[src/rtl/synth_pkg.sv]
// rtl/synth_pkg.sv - shared synth types and I2S frame geometry
package synth_pkg;
  typedef logic signed [31:0] sample_t;
  localparam int I2S_SLOT_W     = 32;
  localparam int I2S_FRAME_BITS = 64;
endpackage

[src/rtl/i2s_clk_div.sv]
// rtl/i2s_clk_div.sv - sclk divider with single-cycle rise/fall strobes
module i2s_clk_div #(
  parameter int CLK_DIV = 4
) (
  input  logic clk_in,
  input  logic rst_in,
  output logic sclk,
  output logic sclk_rise,
  output logic sclk_fall
);
  localparam int CW = (CLK_DIV > 1) ? $clog2(CLK_DIV) : 1;

  logic [CW-1:0] cnt;
  logic          tc;

  assign tc = (cnt == CW'(CLK_DIV - 1));

  // Strobes are combinational so the consumer acts in the same clk as the sclk edge.
  assign sclk_rise = tc & ~sclk;
  assign sclk_fall = tc & sclk;

  always_ff @(posedge clk_in or posedge rst_in) begin
    if (rst_in) begin
      cnt  <= '0;
      sclk <= 1'b0;
    end else if (tc) begin
      cnt  <= '0;
      sclk <= ~sclk;
    end else begin
      cnt  <= cnt + CW'(1);
    end
  end
endmodule

[src/rtl/i2s_sample_tx.sv]
// rtl/i2s_sample_tx.sv - sample-rate master: steps upstream, sends Philips I2S stereo frames
// Optional rounding/saturation of the captured sample under I2S_TX_ROUND_EN.
module i2s_sample_tx
  import synth_pkg::*;
#(
  parameter int CLK_DIV = 4,
  parameter int OUT_W   = 24
) (
  input  logic    clk_in,
  input  logic    rst_in,
  input  sample_t sample_in,
  output logic    step_out,
  output logic    sclk_out,
  output logic    lrclk_out,
  output logic    sdata_out
);
  localparam int IDX_W = $clog2(I2S_FRAME_BITS);

  if (CLK_DIV < 1 || OUT_W < 16 || OUT_W > 32) begin : g_param_check
    $error("i2s_sample_tx: CLK_DIV must be >=1 and OUT_W within 16..32");
  end

  logic                      sclk_rise;
  logic                      sclk_fall;
  logic [IDX_W-1:0]          bit_idx;
  sample_t                   hold;
  logic [OUT_W-1:0]          word;
  logic [I2S_SLOT_W-1:0]     slot;
  logic [I2S_FRAME_BITS-1:0] frame;
  logic [I2S_FRAME_BITS-1:0] shreg;

  i2s_clk_div #(.CLK_DIV(CLK_DIV)) u_clk_div (
    .clk_in    (clk_in),
    .rst_in    (rst_in),
    .sclk      (sclk_out),
    .sclk_rise (sclk_rise),
    .sclk_fall (sclk_fall)
  );

`ifdef I2S_TX_ROUND_EN
  localparam int RND_SH = (OUT_W < I2S_SLOT_W) ? I2S_SLOT_W - 1 - OUT_W : 0;

  function automatic logic [OUT_W-1:0] round_word(input sample_t s);
    logic [32:0] sum;
    if (OUT_W == I2S_SLOT_W) return s[31 -: OUT_W];
    sum = {s[31], s} + (33'd1 << RND_SH);
    // Only a non-negative input can carry into the sign bit.
    if (!s[31] && sum[31]) return {1'b0, {(OUT_W-1){1'b1}}};
    return sum[31 -: OUT_W];
  endfunction

  logic [OUT_W-1:0] round_q;

  always_ff @(posedge clk_in or posedge rst_in) begin
    if (rst_in) round_q <= '0;
    else        round_q <= round_word(hold);
  end

  assign word = round_q;
`else
  logic unused_hold;
  assign unused_hold = ^hold;
  assign word        = hold[31 -: OUT_W];
`endif

  assign slot  = I2S_SLOT_W'(word) << (I2S_SLOT_W - OUT_W);
  assign frame = {slot, slot};

  // bit_idx is the index n that the next sclk falling edge will start.
  // Bits are presented on sclk falls and the shifter advances on the following rise.
  always_ff @(posedge clk_in or posedge rst_in) begin
    if (rst_in) begin
      bit_idx   <= '0;
      hold      <= '0;
      shreg     <= '0;
      step_out  <= 1'b0;
      lrclk_out <= 1'b0;
      sdata_out <= 1'b0;
    end else begin
      step_out <= 1'b0;
      if (sclk_rise) shreg <= shreg << 1;
      if (sclk_fall) begin
        bit_idx   <= bit_idx + IDX_W'(1);
        lrclk_out <= (bit_idx >= IDX_W'(I2S_SLOT_W));
        if (bit_idx == '0) begin
          step_out  <= 1'b1;
          hold      <= sample_in;
          sdata_out <= shreg[I2S_FRAME_BITS-1];
        end else if (bit_idx == IDX_W'(1)) begin
          shreg     <= frame;
          sdata_out <= frame[I2S_FRAME_BITS-1];
        end else begin
          sdata_out <= shreg[I2S_FRAME_BITS-1];
        end
      end
    end
  end
endmodule
[config.mk]
export PLATFORM = sky130hd
export DESIGN_NAME = i2s_sample_tx
export DESIGN_NICKNAME = d
export VERILOG_FILES = /design/src/rtl/synth_pkg.sv /design/src/rtl/i2s_clk_div.sv /design/src/rtl/i2s_sample_tx.sv
export SDC_FILE = /design/constraint.sdc
export NUM_CORES = 1
export LEC_CHECK = 0
export CORE_MARGIN = 2
export CORE_UTILIZATION = 35
export CTS_BUF_LIST = sky130_fd_sc_hd__clkbuf_4 sky130_fd_sc_hd__clkbuf_8 sky130_fd_sc_hd__clkbuf_16
export CTS_CLUSTER_DIAMETER = 100
export DETAILED_ROUTE_END_ITERATION = 16
export PLACE_DENSITY = 0.52
export SLEW_MARGIN = 5
export SYNTH_ARGS = -nofsm -noshare
export SYNTH_HDL_FRONTEND = slang
export SYNTH_SLANG_ARGS = --single-unit
[constraint.sdc]
create_clock -name clk_in -period 8.4 [get_ports clk_in]
set_input_delay 1.26 -clock clk_in [delete_from_list [all_inputs] [get_ports clk_in]]
set_output_delay 1.26 -clock clk_in [all_outputs]
set_load 0.02 [all_outputs]
==> run metrics, run 1 <==
Final Cycle Share 30.7%; WP data arrival 1.32 ns; Worst-path clk slew 0.07 ns; worst setup path class flip-flop to output pin; die height 119 um; largest net degree at the start of global routing 76; RSZ-0062 raised after global routing false; commonest non-fill, non-tap cell in the layout dfrtp_1; Unique masters post-synth 31; dpl ws 5.35 ns; DRC Markers 0; power per cell area 178 nW/um^2; port bufs 29; Core Util, Final 41.5%; DR WL/cell 16.8 um; post-DR vias/cell 5.79; ANT cells 0; CP Launch Type flip-flop; Netlist Area Pre-Place 4590 um^2; Total Wirelength 10,000 um; final hold viol count 0; number of global-route vias before repair 3,407; global-route usage over all layers 15.2%; Peak VDD IR 0.000123 V; Routed Antenna Nets 0; crit-path cells clkdlybuf4s50_1; fmax 388 MHz; Rows 41; die width 119 um; worst slew pin tran 1.12 ns; Slew Limit Fails 0; number of buffers and inverters on the critical path 1; DR iter-0 viols 273; Worst-Skew Late Latency 0.35 ns; register bit total from synthesis 100; share of layout cells above drive strength 1 8.49%; Worst path top cell family by delay buffers and inverters; WHS Path Cells 1; Initial Util 36.1%; Stages on worst setup path 1; Crit Path Max Fanout 2; Worst Setup End Kind output pin; CTS max path bufs 2; # resized after CTS 0; GP Congestion 0.716; Hold Crit Class flip-flop to flip-flop; Setup Fix Bufs, Post-CTS 0; # setup viols final 0; Top Ports 38; Synthesis Warnings 0; Setup WS post-layout 5.82 ns; Placed Instances 580; Syn Area/Cell 11.1 um^2; CTS tree done; CORE AREA 12,700 um^2; Vias 3,453; syn_nets 452; setup TNS 0 ns; P_leak 1.93 nW; global-route wire length before repair 17,200 um; Period minus WS final 2.58 ns; antenna violations before repair 0; Max Cap Viol 0; Required @ worst endpoint 7.14 ns; Max stage delay on crit path 0.61 ns; CTS Root Cell clkbuf_16; run status completed; hold buffer count at cts 0; commonest non-fill, non-tap cells in the layout dfrtp_1 (99), a22oi_1 (61), o211ai_1 (46), nand3_1 (46), clkdlybuf4s50_1 (29); R2R cell count 5; Mapped Cells 414; sequential area share after synthesis 54.5%; total global routing overflow 0; slew margin rel. 25.1%; total CTS buffers 9; Pre-antenna DRT Iters 5; htree depth 3; Post-DP HPWL 5530 um; synth-to-layout area growth 15.1%; Final #Nets 457; CP max stage cell clkdlybuf4s50_1; Post-Layout Cell Count 596; Clock Sinks 100; DIE AREA 14,000 um^2; Clock Skews 0.0106 ns
stage by stage:
step / power (mW) / area [um^2] / hold slack, ns
2_1_floorplan: 0.510 / 4590 / 0.410
3_3_place_gp: 0.526 / 4980 / 0.419
3_5_place_dp: 0.526 / 4980 / 0.429
4_1_cts: 0.955 / 5280 / 0.440
5_1_grt: 0.976 / 5280 / 0.461
6_report: 0.941 / 5280 / 0.437
cells by family after synthesis:
family	synth area share [%]
adders and majority gates	1.09
buffers and inverters	4.33
muxes	6.13
DFF	54.5
AOI/OAI and AO/OA	20.6
and+or+nand+nor	12.2
xor gates and xnor gates	1.14
synthesized netlist by cell type:
| library cell | instances | share of area [%] |
|---|---|---|
| a21boi_0 | 1 | 0.16 |
| a22o_1 | 2 | 0.38 |
| a22oi_1 | 61 | 10 |
| a311o_1 | 3 | 0.65 |
| and2_1 | 1 | 0.14 |
| and3_1 | 1 | 0.14 |
| and4_1 | 1 | 0.19 |
| buf_1 | 5 | 0.41 |
| buf_2 | 5 | 0.55 |
| buf_6 | 2 | 0.49 |
| clkbuf_1 | 29 | 2.4 |
| clkbuf_2 | 1 | 0.11 |
| dfrtp_1 | 100 | 55 |
| ha_1 | 4 | 1.1 |
| inv_1 | 4 | 0.33 |
| inv_2 | 1 | 0.082 |
| mux2_1 | 19 | 4.7 |
| mux2_2 | 6 | 1.5 |
| nand2_1 | 19 | 1.6 |
| nand2b_1 | 1 | 0.14 |
| nand3_1 | 46 | 5.0 |
| nand3_4 | 1 | 0.38 |
| nand4_1 | 25 | 3.4 |
| nor2_1 | 2 | 0.16 |
| nor2b_1 | 3 | 0.41 |
| nor4_4 | 1 | 0.46 |
| o211ai_1 | 46 | 7.5 |
| o21ai_0 | 17 | 1.9 |
| or4_4 | 1 | 0.25 |
| xnor2_1 | 5 | 0.95 |
| xor2_1 | 1 | 0.19 |
worst paths after layout:
| check | start | to | slack (ns) |
|---|---|---|---|
| max | u_clk_div.sclk | sclk_out | 5.82 |
| min | u_clk_div.cnt[0] | u_clk_div.cnt[0] | 0.44 |
| max reg2reg | u_clk_div.sclk | hold[26] | 5.84 |
| min reg2reg | u_clk_div.cnt[0] | u_clk_div.cnt[0] | 0.44 |
| max in group asynchronous | rst_in | shreg[42] | 5.87 |
| min in group asynchronous | rst_in | sdata_out | 1.23 |
cell type report:
cell class | instances | area [um^2]
clock buffers | 14 | 269
well taps | 172 | 215
fillers | 1277 | 7440
flip-flops and latches | 100 | 2500
clock inverters | 2 | 35.0
repair buffers | 36 | 343
multi-input cells | 267 | 1900
inverters | 5 | 21.3
where the power goes:
group / leakage [nW] / internal [mW] / switching (mW)
registers: 1.09 / 0.487 / 0.00307
logic: 0.689 / 0.0137 / 0.0118
clock network: 0.155 / 0.252 / 0.173
sequential cells by signal (all words and copies together), names as in the netlist:
signal / flops
bit_idx: 6
lrclk_out: 1
sdata_out: 1
hold: 24
shreg: 64
u_clk_div.cnt: 2
u_clk_div.sclk: 1
step_out: 1
layer usage:
layer  wire length, um  vias up  share of wire [%]  track usage, %
met1              4580     1735                 46            19.7
met2              4760       98                 47            24.4
li1                  -     1607                  -               -
met3               514       13                5.1            3.67
met5                 0        -                  0               0
met4               178        0                1.8            6.10
Note: power is estimated with default switching activity, not from simulation.
==> run 2, diff against run 1 <==
==> constraint.sdc (replaced) <==
create_clock -name clk_in -period 2.7 [get_ports clk_in]
set_input_delay 0.405 -clock clk_in [delete_from_list [all_inputs] [get_ports clk_in]]
set_output_delay 0.405 -clock clk_in [all_outputs]
set_load 0.02 [all_outputs]
==> run 2 against run 1 <==
Via count fell by 0.41%. Global-route usage up 0.52 points. Register-to-register slack worse by 5.2 ns. First-iteration DRC count is 27% higher. Clock power rose to 3.4 times the previous value. Die area unchanged. Cell area rose by 1.9%. Total power increased to 3.2 times the previous value. Largest power group unchanged. Clock skew is essentially flat. Critical path type is now flip-flop to flip-flop.
==> run metrics, run 2 (same netlist as run 1, synthesis figures left out) <==
CTS Root Cell clkbuf_16; die width 119 um (unchanged); Hold Crit Endpoint u_clk_div.cnt[0]; CTS max path bufs 2 (unchanged); number of buffers and inverters on the critical path 0 (-1); Rows 41 (unchanged); total global routing overflow 0 (unchanged); antenna violations before repair 0 (unchanged); commonest non-fill, non-tap cells in the layout dfrtp_1 (99), a22oi_1 (61), o211ai_1 (46), nand3_1 (46), clkdlybuf4s50_1 (29); Routed Antenna Nets 0 (unchanged); Period minus WS final 2.05 ns; run status completed; global-route usage over all layers 15.7% (+0.52 points); Total Wirelength 10,500 um (+4.4%); RSZ-0062 raised after global routing false; hold buffer count at cts 0 (unchanged); Worst-path clk slew 0.07 ns (about the same); RR Endpoint shreg[34]; largest net degree at the start of global routing 101 (+33%); DIE AREA 14,000 um^2 (unchanged); CP Launch Type flip-flop; Clock Sinks 100 (unchanged); Clock Skews 0.0105 ns (-0.0000660 ns); synth-to-layout area growth 17.3%; post-DR vias/cell 5.71 (-1.4%); Max stage delay on crit path 0.62 ns (about the same); worst setup path class flip-flop to flip-flop; number of global-route vias before repair 3,579 (+5.0%); Hold Crit Class flip-flop to flip-flop; CORE AREA 12,700 um^2 (unchanged); biggest regs shreg x64, hold x24, bit_idx x6; Max Cap Viol 0 (unchanged); DR iter-0 viols 348 (+27%); Total Power 3.05 mW (+220%); power per cell area 566 nW/um^2 (+220%); Worst-Skew Late Latency 0.35 ns (about the same); Final Cycle Share 75.9%; Worst path top cell family by delay simple AND/OR/NAND/NOR gates; worst r2r src bit_idx[3]; GP Congestion 0.709 (-0.95%); htree depth 3 (unchanged); DR WL/cell 17.4 um (+3.3%); Worst Setup End Kind flip-flop; Post-DP HPWL 5950 um (+7.6%); CP max stage cell nor2_1; WP data arrival 2.24 ns (+0.92 ns); ANT cells 0 (unchanged); Top Ports 38 (unchanged); Placed Instances 586 (+1.0%); global-route wire length before repair 18,100 um (+5.0%); Vias 3,439 (-0.41%); Setup Fix Bufs, Post-CTS 0 (unchanged); worst slew pin tran 0.762 ns (-0.360 ns); Largest register FFs 64 (unchanged); Crit Path Max Fanout 15 (+13); share of layout cells above drive strength 1 9.77% (+1.3 points); die height 119 um (unchanged); Peak VDD IR 0.000277 V (+120%); P_leak 1.97 nW (+2.0%); Pre-antenna DRT Iters 5 (unchanged); setup TNS 0 ns (unchanged); final hold viol count 0 (unchanged); DRC Markers 0 (unchanged); fmax 488 MHz; total CTS buffers 9 (unchanged); Initial Util 36.1% (unchanged); hold_sp u_clk_div.cnt[0]; Post-Layout Cell Count 602 (+1.0%); commonest non-fill, non-tap cell in the layout dfrtp_1; Slew Limit Fails 0 (unchanged); Required @ worst endpoint 2.89 ns (-4.25 ns); # setup viols final 0 (unchanged); crit-path cells or4_4 -> nor2_1 -> o21ai_0; WHS Path Cells 1 (unchanged); slew margin rel. 49.0% (+24 points); port bufs 29 (unchanged); worst reg2reg setup slack 0.65 ns (-5.19 ns); Final #Nets 463 (+1.3%); R2R cell count 3 (-2); # resized after CTS 0 (unchanged); register bank with the most flops shreg; CTS tree done
==> run 2: layer usage <==
layer	GRT usage, %	vias to the layer above	wire, um
met1	20.3	1735	4750
met4	4.17	0	140
met5	0	-	0
met2	25.6	80	5000
met3	4.68	12	577
li1	-	1612	-
==> run 2: cell type report <==
cell class	instances	area [um^2]
fill	1239	7340
sequential	100	2500
multi-input combinational	267	1900
timing repair buffer	42	413
clock buffer	12	260
tap	172	215
clock inverter	4	72.6
inverter	5	22.5
==> run 2: worst max path at each step <==
stage / startpoint / to / slack, ns / depth (start not counted)
after floorplan: bit_idx[2] / shreg[10] / 1.02 / 5
after global placement: bit_idx[2] / shreg[6] / 0.63 / 3
after detailed placement: bit_idx[2] / shreg[33] / 0.59 / 3
after CTS: bit_idx[3] / shreg[33] / 0.58 / 3
after global routing: bit_idx[3] / shreg[34] / 0.44 / 3
final: bit_idx[3] / shreg[34] / 0.65 / 3
==> run 2: power breakdown <==
| part | total, mW | internal (mW) | switching [mW] | leakage [nW] |
|---|---|---|---|---|
| Sequential | 1.53 | 1.52 | 0.0100 | 1.09 |
| Combinational | 0.0823 | 0.0448 | 0.0375 | 0.721 |
| Clock | 1.44 | 0.872 | 0.567 | 0.162 |
| Total | 3.05 | 2.43 | 0.614 | 1.97 |
==> run 2: metrics by stage <==
| stage | setup WS [ns] | utilization (%) | area, um^2 | hold WS, ns |
|---|---|---|---|---|
| final | 0.652 | 42.3 | 5380 | 0.442 |
| after floorplan | 1.02 | - | 4590 | 0.410 |
| after global routing | 0.443 | 42.3 | 5380 | 0.466 |
| after global placement | 0.632 | 39.7 | 5050 | 0.418 |
| after detailed placement | 0.586 | 39.7 | 5050 | 0.438 |
| after CTS | 0.576 | 42.3 | 5380 | 0.448 |
